## config.mk

```make
export PLATFORM = sky130hd
export DESIGN_NAME = v_hier_sched_flat
export DESIGN_NICKNAME = d
export VERILOG_FILES = /design/src/rtl/v_hier_sched_if.sv /design/src/rtl/v_hier_sched.sv /design/src/flat_wrapper.sv
export SDC_FILE = /design/constraint.sdc
export NUM_CORES = 1
export LEC_CHECK = 0
export ABC_CLOCK_PERIOD_IN_PS = 2100
export CAP_MARGIN = 30
export CELL_PAD_IN_SITES_DETAIL_PLACEMENT = 0
export CELL_PAD_IN_SITES_GLOBAL_PLACEMENT = 2
export CORE_MARGIN = 3
export CORE_UTILIZATION = 26
export CTS_BUF_LIST = sky130_fd_sc_hd__clkbuf_2
export DETAILED_ROUTE_END_ITERATION = 12
export PLACE_DENSITY = 0.86
export SLEW_MARGIN = 25
export SYNTH_ARGS = -nofsm -noshare
export SYNTH_HDL_FRONTEND = slang
export SYNTH_SLANG_ARGS = --single-unit
```

## constraint.sdc

```tcl
create_clock -name clk -period 2.1 [get_ports clk]
set_input_delay 0.63 -clock clk [delete_from_list [all_inputs] [get_ports clk]]
set_output_delay 0.63 -clock clk [all_outputs]
set_load 0.02 [all_outputs]
```

## src/rtl/v_hier_sched_if.sv

```systemverilog
// ============================================================================
// Module  : v_hier_sched_if
// Purpose : Requester, shared-datapath and result signals of v_hier_sched.
// Rev     : 1.0
// ============================================================================
`default_nettype none

interface v_hier_sched_if;
  logic [3:0]  req;
  logic [15:0] req_a;
  logic [3:0]  gnt;
  logic [3:0]  avec;
  logic [3:0]  qvec;
  logic        res_valid;
  logic [1:0]  res_id;
  logic [3:0]  res_q;
  logic        busy;

  modport master (
    input  req, req_a, qvec,
    output gnt, avec, res_valid, res_id, res_q, busy
  );

  modport slave (
    output req, req_a, qvec,
    input  gnt, avec, res_valid, res_id, res_q, busy
  );
endinterface

`default_nettype wire

```

## src/rtl/v_hier_sched.sv

```systemverilog
// ============================================================================
// Module  : v_hier_sched
// Purpose : Round-robin time-sharing of one v_hier_sub among 4 requesters.
// Rev     : 1.0
// ============================================================================
`default_nettype none

module v_hier_sched #(
  parameter int HOLD_CYCLES = 2
) (
  input  logic             clk,
  input  logic             reset,
  v_hier_sched_if.master   bus
);

  typedef enum logic [0:0] {
    ST_IDLE  = 1'b0,
    ST_DRIVE = 1'b1
  } state_t;

  localparam logic [3:0] c_hold_load = 4'(HOLD_CYCLES - 1);

  state_t     state_q, state_d;
  logic [1:0] ptr_q, ptr_d;
  logic [1:0] owner_q, owner_d;
  logic [3:0] cnt_q, cnt_d;
  logic [3:0] gnt_q, gnt_d;
  logic [3:0] avec_q, avec_d;
  logic       res_valid_q, res_valid_d;
  logic [1:0] res_id_q, res_id_d;
  logic [3:0] res_q_q, res_q_d;

  logic       arb_found;
  logic [1:0] arb_idx;

  // Search starts just above the last owner, so it ends up lowest priority.
  always_comb begin
    arb_found = 1'b0;
    arb_idx   = ptr_q;
    for (int k = 1; k <= 4; k++) begin
      if (!arb_found && bus.req[ptr_q + 2'(k)]) begin
        arb_found = 1'b1;
        arb_idx   = ptr_q + 2'(k);
      end
    end
  end

  always_comb begin
    state_d     = state_q;
    ptr_d       = ptr_q;
    owner_d     = owner_q;
    cnt_d       = cnt_q;
    gnt_d       = gnt_q;
    avec_d      = avec_q;
    res_valid_d = 1'b0;
    res_id_d    = res_id_q;
    res_q_d     = res_q_q;

    unique case (state_q)
      ST_IDLE: begin
        if (arb_found) begin
          state_d = ST_DRIVE;
          owner_d = arb_idx;
          cnt_d   = c_hold_load;
          gnt_d   = 4'b0001 << arb_idx;
          avec_d  = bus.req_a[{arb_idx, 2'b00} +: 4];
        end
      end
      ST_DRIVE: begin
        if (cnt_q == 4'd0) begin
          state_d     = ST_IDLE;
          ptr_d       = owner_q;
          gnt_d       = 4'b0000;
          avec_d      = 4'b0000;
          res_valid_d = 1'b1;
          res_id_d    = owner_q;
          res_q_d     = bus.qvec;
        end else begin
          cnt_d = cnt_q - 4'd1;
        end
      end
      default: state_d = ST_IDLE;
    endcase
  end

  always_ff @(posedge clk) begin
    if (reset) begin
      state_q     <= ST_IDLE;
      ptr_q       <= 2'd3;
      owner_q     <= 2'd0;
      cnt_q       <= 4'd0;
      gnt_q       <= 4'b0000;
      avec_q      <= 4'b0000;
      res_valid_q <= 1'b0;
      res_id_q    <= 2'd0;
      res_q_q     <= 4'b0000;
    end else begin
      state_q     <= state_d;
      ptr_q       <= ptr_d;
      owner_q     <= owner_d;
      cnt_q       <= cnt_d;
      gnt_q       <= gnt_d;
      avec_q      <= avec_d;
      res_valid_q <= res_valid_d;
      res_id_q    <= res_id_d;
      res_q_q     <= res_q_d;
    end
  end

  assign bus.gnt       = gnt_q;
  assign bus.busy      = |gnt_q;
  assign bus.avec      = avec_q;
  assign bus.res_valid = res_valid_q;
  assign bus.res_id    = res_id_q;
  assign bus.res_q     = res_q_q;

endmodule

`default_nettype wire

```

## src/flat_wrapper.sv

```systemverilog
// flat-port wrapper written by rule: the top's interface ports become plain ports
module v_hier_sched_flat 
#(
  parameter int HOLD_CYCLES = 2
)
  (clk, reset, bus_req, bus_req_a, bus_qvec, bus_gnt, bus_avec, bus_res_valid, bus_res_id, bus_res_q, bus_busy);
  v_hier_sched_if bus_i ();
  input  logic clk;
  input  logic reset;
  input wire logic [$bits(bus_i.req)-1:0] bus_req;
  input wire logic [$bits(bus_i.req_a)-1:0] bus_req_a;
  input wire logic [$bits(bus_i.qvec)-1:0] bus_qvec;
  output wire logic [$bits(bus_i.gnt)-1:0] bus_gnt;
  output wire logic [$bits(bus_i.avec)-1:0] bus_avec;
  output wire logic [$bits(bus_i.res_valid)-1:0] bus_res_valid;
  output wire logic [$bits(bus_i.res_id)-1:0] bus_res_id;
  output wire logic [$bits(bus_i.res_q)-1:0] bus_res_q;
  output wire logic [$bits(bus_i.busy)-1:0] bus_busy;
  assign bus_i.req = bus_req;
  assign bus_i.req_a = bus_req_a;
  assign bus_i.qvec = bus_qvec;
  assign bus_gnt = bus_i.gnt;
  assign bus_avec = bus_i.avec;
  assign bus_res_valid = bus_i.res_valid;
  assign bus_res_id = bus_i.res_id;
  assign bus_res_q = bus_i.res_q;
  assign bus_busy = bus_i.busy;
  v_hier_sched #(.HOLD_CYCLES(HOLD_CYCLES)) u_core (.clk(clk), .reset(reset), .bus(bus_i));
endmodule
```

==> impl_metrics.csv <==
group,metric,value,unit
synthesis,syn_inst,131,
sta,fin_hold_ws,0.470,ns
detailed_routing,vias,1169,
place,place_congestion,0.822,
worst_hold_path,hp-class,"reg -> reg",
clock_tree,hold_buffers,0,
clock_tree,clkSlewWorstSetupHoldPaths,0.26,ns
synthesis,avgSynthCellArea,8.74,sq um
sta,fmax,491,MHz
die,die_w,72.4,um
clock_tree,clock-sinks,24,
final_layout,final_area,1750,sq um
worst_setup_path,critPathKind,"reg -> out",
clock_tree,clkLatencyLatePin,0.36,ns
place,dp_hpwl,2.42,mm
worst_setup_path,r2r_cells,8,
detailed_routing,wirelength,3.15,mm
worst_setup_path,start_kind,"flip-flop",
final_layout,antenna_cells,0,
synthesis,ys_types,33,
sta,rsz0062_at_grt,"yes",
worst_setup_path,cp_data_arrival_time,1.41,ns
place,port_buffers,41,
die,die_h,72.4,um
global_routing,globalRouteOverflowTotal,0,
sta,slew_headroom,65.6,%
sta,clock_skew,0.0265,ns
power,p_total,0.00128,W
worst_hold_path,min_from,"u_core.bus.res_q[1]$_SDFFE_PP0P_",
die,io_pins,42,
worst_setup_path,ff2ff_setup_slack,0.41,ns
global_routing,track_usage,12.8,%
die,die_area,5240,sq um
clock_tree,cts_inserted_buffers,3,
synthesis,synth_seq_cells,24,
synthesis,syn_nets,159,
global_routing,grt_antenna_before_repair,0,
run,cap_violations,0,
clock_tree,ctsHtreeMaxLevel,1,
worst_hold_path,worstHoldEndpoint,"u_core.bus.res_q[1]$_SDFFE_PP0P_",
power,powerDensity,729,nW/um^2
synthesis,synth_top_cell_by_area,"dfxtp_1",
detailed_routing,viasPerCell,4.97,
worst_setup_path,cp.required,1.47,ns
detailed_routing,first_pass_iters,4,
final_layout,fillers,420,
worst_setup_path,crit_slowest_cell,"or4_4",
sta,setup_violations,0,
final_layout,drive_above_1_share,17.3,%
detailed_routing,drc,0,
global_routing,grt_pass1_vias,1173,
worst_hold_path,min_delay_path_depth,2,
place,place_area,1700,sq um
global_routing,grt_pass1_wl,5.32,mm
sta,finalHoldViolCount,0,
sta,worst_pin_slew,0.514,ns
global_routing,grt_max_degree,22,
synthesis,synth-seq-area-share,42.0,%
sta,setup_tns,0,ns
synthesis,synth_top_area_share,42.0,%
sta,slew_violations,0,
worst_setup_path,reg2reg_to,"u_core.bus.avec[0]$_SDFFE_PP0P_",
power,peakVddDrop,0.000372,V
place,placed_cells,231,
worst_setup_path,setup.worst_path.end_class,"output pin",
worst_setup_path,slowest_delay,0.52,ns
clock_tree,cts_tree,"done",
sta,period_share,97.0,%
detailed_routing,wl_per_cell,13.4,um
sta,fin_crit,2.04,ns
synthesis,synth_area,1140,sq um
detailed_routing,drt_iter0_markers,86,
final_layout,syn_to_final_growth,53.0,%
die,core,4120,sq um
worst_setup_path,crit_fanout,2,
die,rows,23,
die,initial_core_util,27.8,%
clock_tree,clockBufferDepth,2,
synthesis,yosys_warnings,0,
synthesis,synth_area_leaders,"dfxtp_1 42%, nand2_1 6.6%, a211oi_1 4.6%",
final_layout,nets,214,
worst_setup_path,r2r-start,"u_core.cnt_q[0]$_SDFFE_PP0P_",
clock_tree,root_buffer,"clkbuf_2",
status,status,"finished, final reports clean",
detailed_routing,antenna_left,0,
worst_setup_path,crit_chain,"or4_4 -> buf_6",
final_layout,finalNonFillerCells,235,
power,power.leakage,0.708,nW
power by group:
group	switching, W	total [W]	leakage, nW	internal [W]
registers	0.0000369	0.000540	0.197	0.000503
logic	0.000208	0.000425	0.484	0.000217
clock network	0.000148	0.000312	0.0266	0.000164
repair_timing:
item,in CTS,in global routing
setup buffers,0,0
setup endpoints to repair,3,3
gates resized for setup,7,5
pin swaps,0,0
worst max-delay path by stage:
stage | from | slack [ns] | depth (start not counted) | end
floorplan | bus_req[3] | 0.45 | 5 | u_core.bus.avec[0]$_SDFFE_PP0P_
global route | u_core.bus.gnt[3]$_SDFFE_PP0P_ | -0.01 | 2 | bus_busy
finish | u_core.bus.gnt[3]$_SDFFE_PP0P_ | 0.06 | 2 | bus_busy
detailed placement | bus_req[3] | -0.25 | 7 | u_core.bus.avec[0]$_SDFFE_PP0P_
CTS | u_core.bus.gnt[3]$_SDFFE_PP0P_ | 0.02 | 2 | bus_busy
global placement | bus_req[3] | -0.22 | 7 | u_core.bus.avec[0]$_SDFFE_PP0P_
area by class of cell:
type	instances	area (sq um)	share of cell area (%)
multi-input cells	99	636	36.3
well taps	50	62.6	3.57
repair buffers	54	512	29.2
clock buffers	3	15.0	0.857
clock inverters	1	30.0	1.71
inverters	4	15.0	0.857
flip-flops and latches	24	482	27.5
metrics by stage:
stage | setup WS (ns) | utilization (%)
floorplan | 0.447 | -
global placement | -0.220 | 41.3
detailed placement | -0.253 | 41.3
CTS | 0.0225 | 42.2
global route | -0.0111 | 42.6
finish | 0.0621 | 42.6
state kept, by name, summed over array words and instances (netlist names):
| name | flops |
|---|---|
| u_core.bus.avec | 4 |
| u_core.owner_q | 2 |
| u_core.bus.gnt | 4 |
| u_core.bus.res_valid | 1 |
| u_core.bus.res_q | 4 |
| u_core.cnt_q | 4 |
| u_core.state_q | 1 |
| u_core.ptr_q | 2 |
| u_core.bus.res_id | 2 |
Yosys cell counts:
master	instances
or3_1	1
o21ai_0	1
and2_1	2
clkbuf_1	2
o31ai_1	4
a21oi_2	1
nor2b_1	1
nand2_1	20
nor4_1	2
and3_1	8
or2b_4	1
a21o_2	1
a211oi_2	4
o211ai_2	1
buf_2	2
a32oi_1	4
a211oi_1	7
or4_1	1
a31oi_1	1
a21oi_1	10
o21ai_2	1
nor2_1	14
a221o_2	1
or2_1	1
nor3_1	3
ha_1	2
nor3b_1	1
nand2_4	1
xnor2_1	1
dfxtp_1	24
a221oi_4	1
nand2b_1	3
inv_1	4
layer usage:
layer	routed length [um]	up-vias	global-route usage, %
met5	0	-	0
met4	50	0	5.01
met3	152	4	2.63
met2	1550	31	21.5
met1	1400	551	15.9
li1	-	583	-
logic make-up (layout without fill, tap and decap cells):
family                   after synthesis  in the layout  synth area share, %
flip-flops                            24             24                 42.0
XOR/XNOR                               1              1                0.765
AO/OA/AOI/OAI                         37             37                 26.7
buffers and inverters                  8             62                 2.84
AND/OR/NAND/NOR                       59             59                 25.6
adder cells (fa/ha/maj)                2              2                 2.19
cell usage in the layout, fill, tap and decap left out, types with 3 or more instances in the layout:
cell type / n
clkdlybuf4s50_1: 36
dfxtp_1: 23
nand2_1: 20
nor2_1: 14
buf_4: 13
a21oi_1: 10
and3_1: 8
a211oi_1: 7
inv_1: 4
a211oi_2: 4
o31ai_1: 4
a32oi_1: 4
nand2b_1: 3
nor3_1: 3
clkbuf_2: 3
critical path: cells and delay by family, from the launching register on:
family | cells | cell delay (ns)
buffers and inverters | 1 | 0.15
flip-flops | 1 | 0.38
AND/OR/NAND/NOR | 1 | 0.52
No activity file was read; power rests on OpenSTA's default activity.
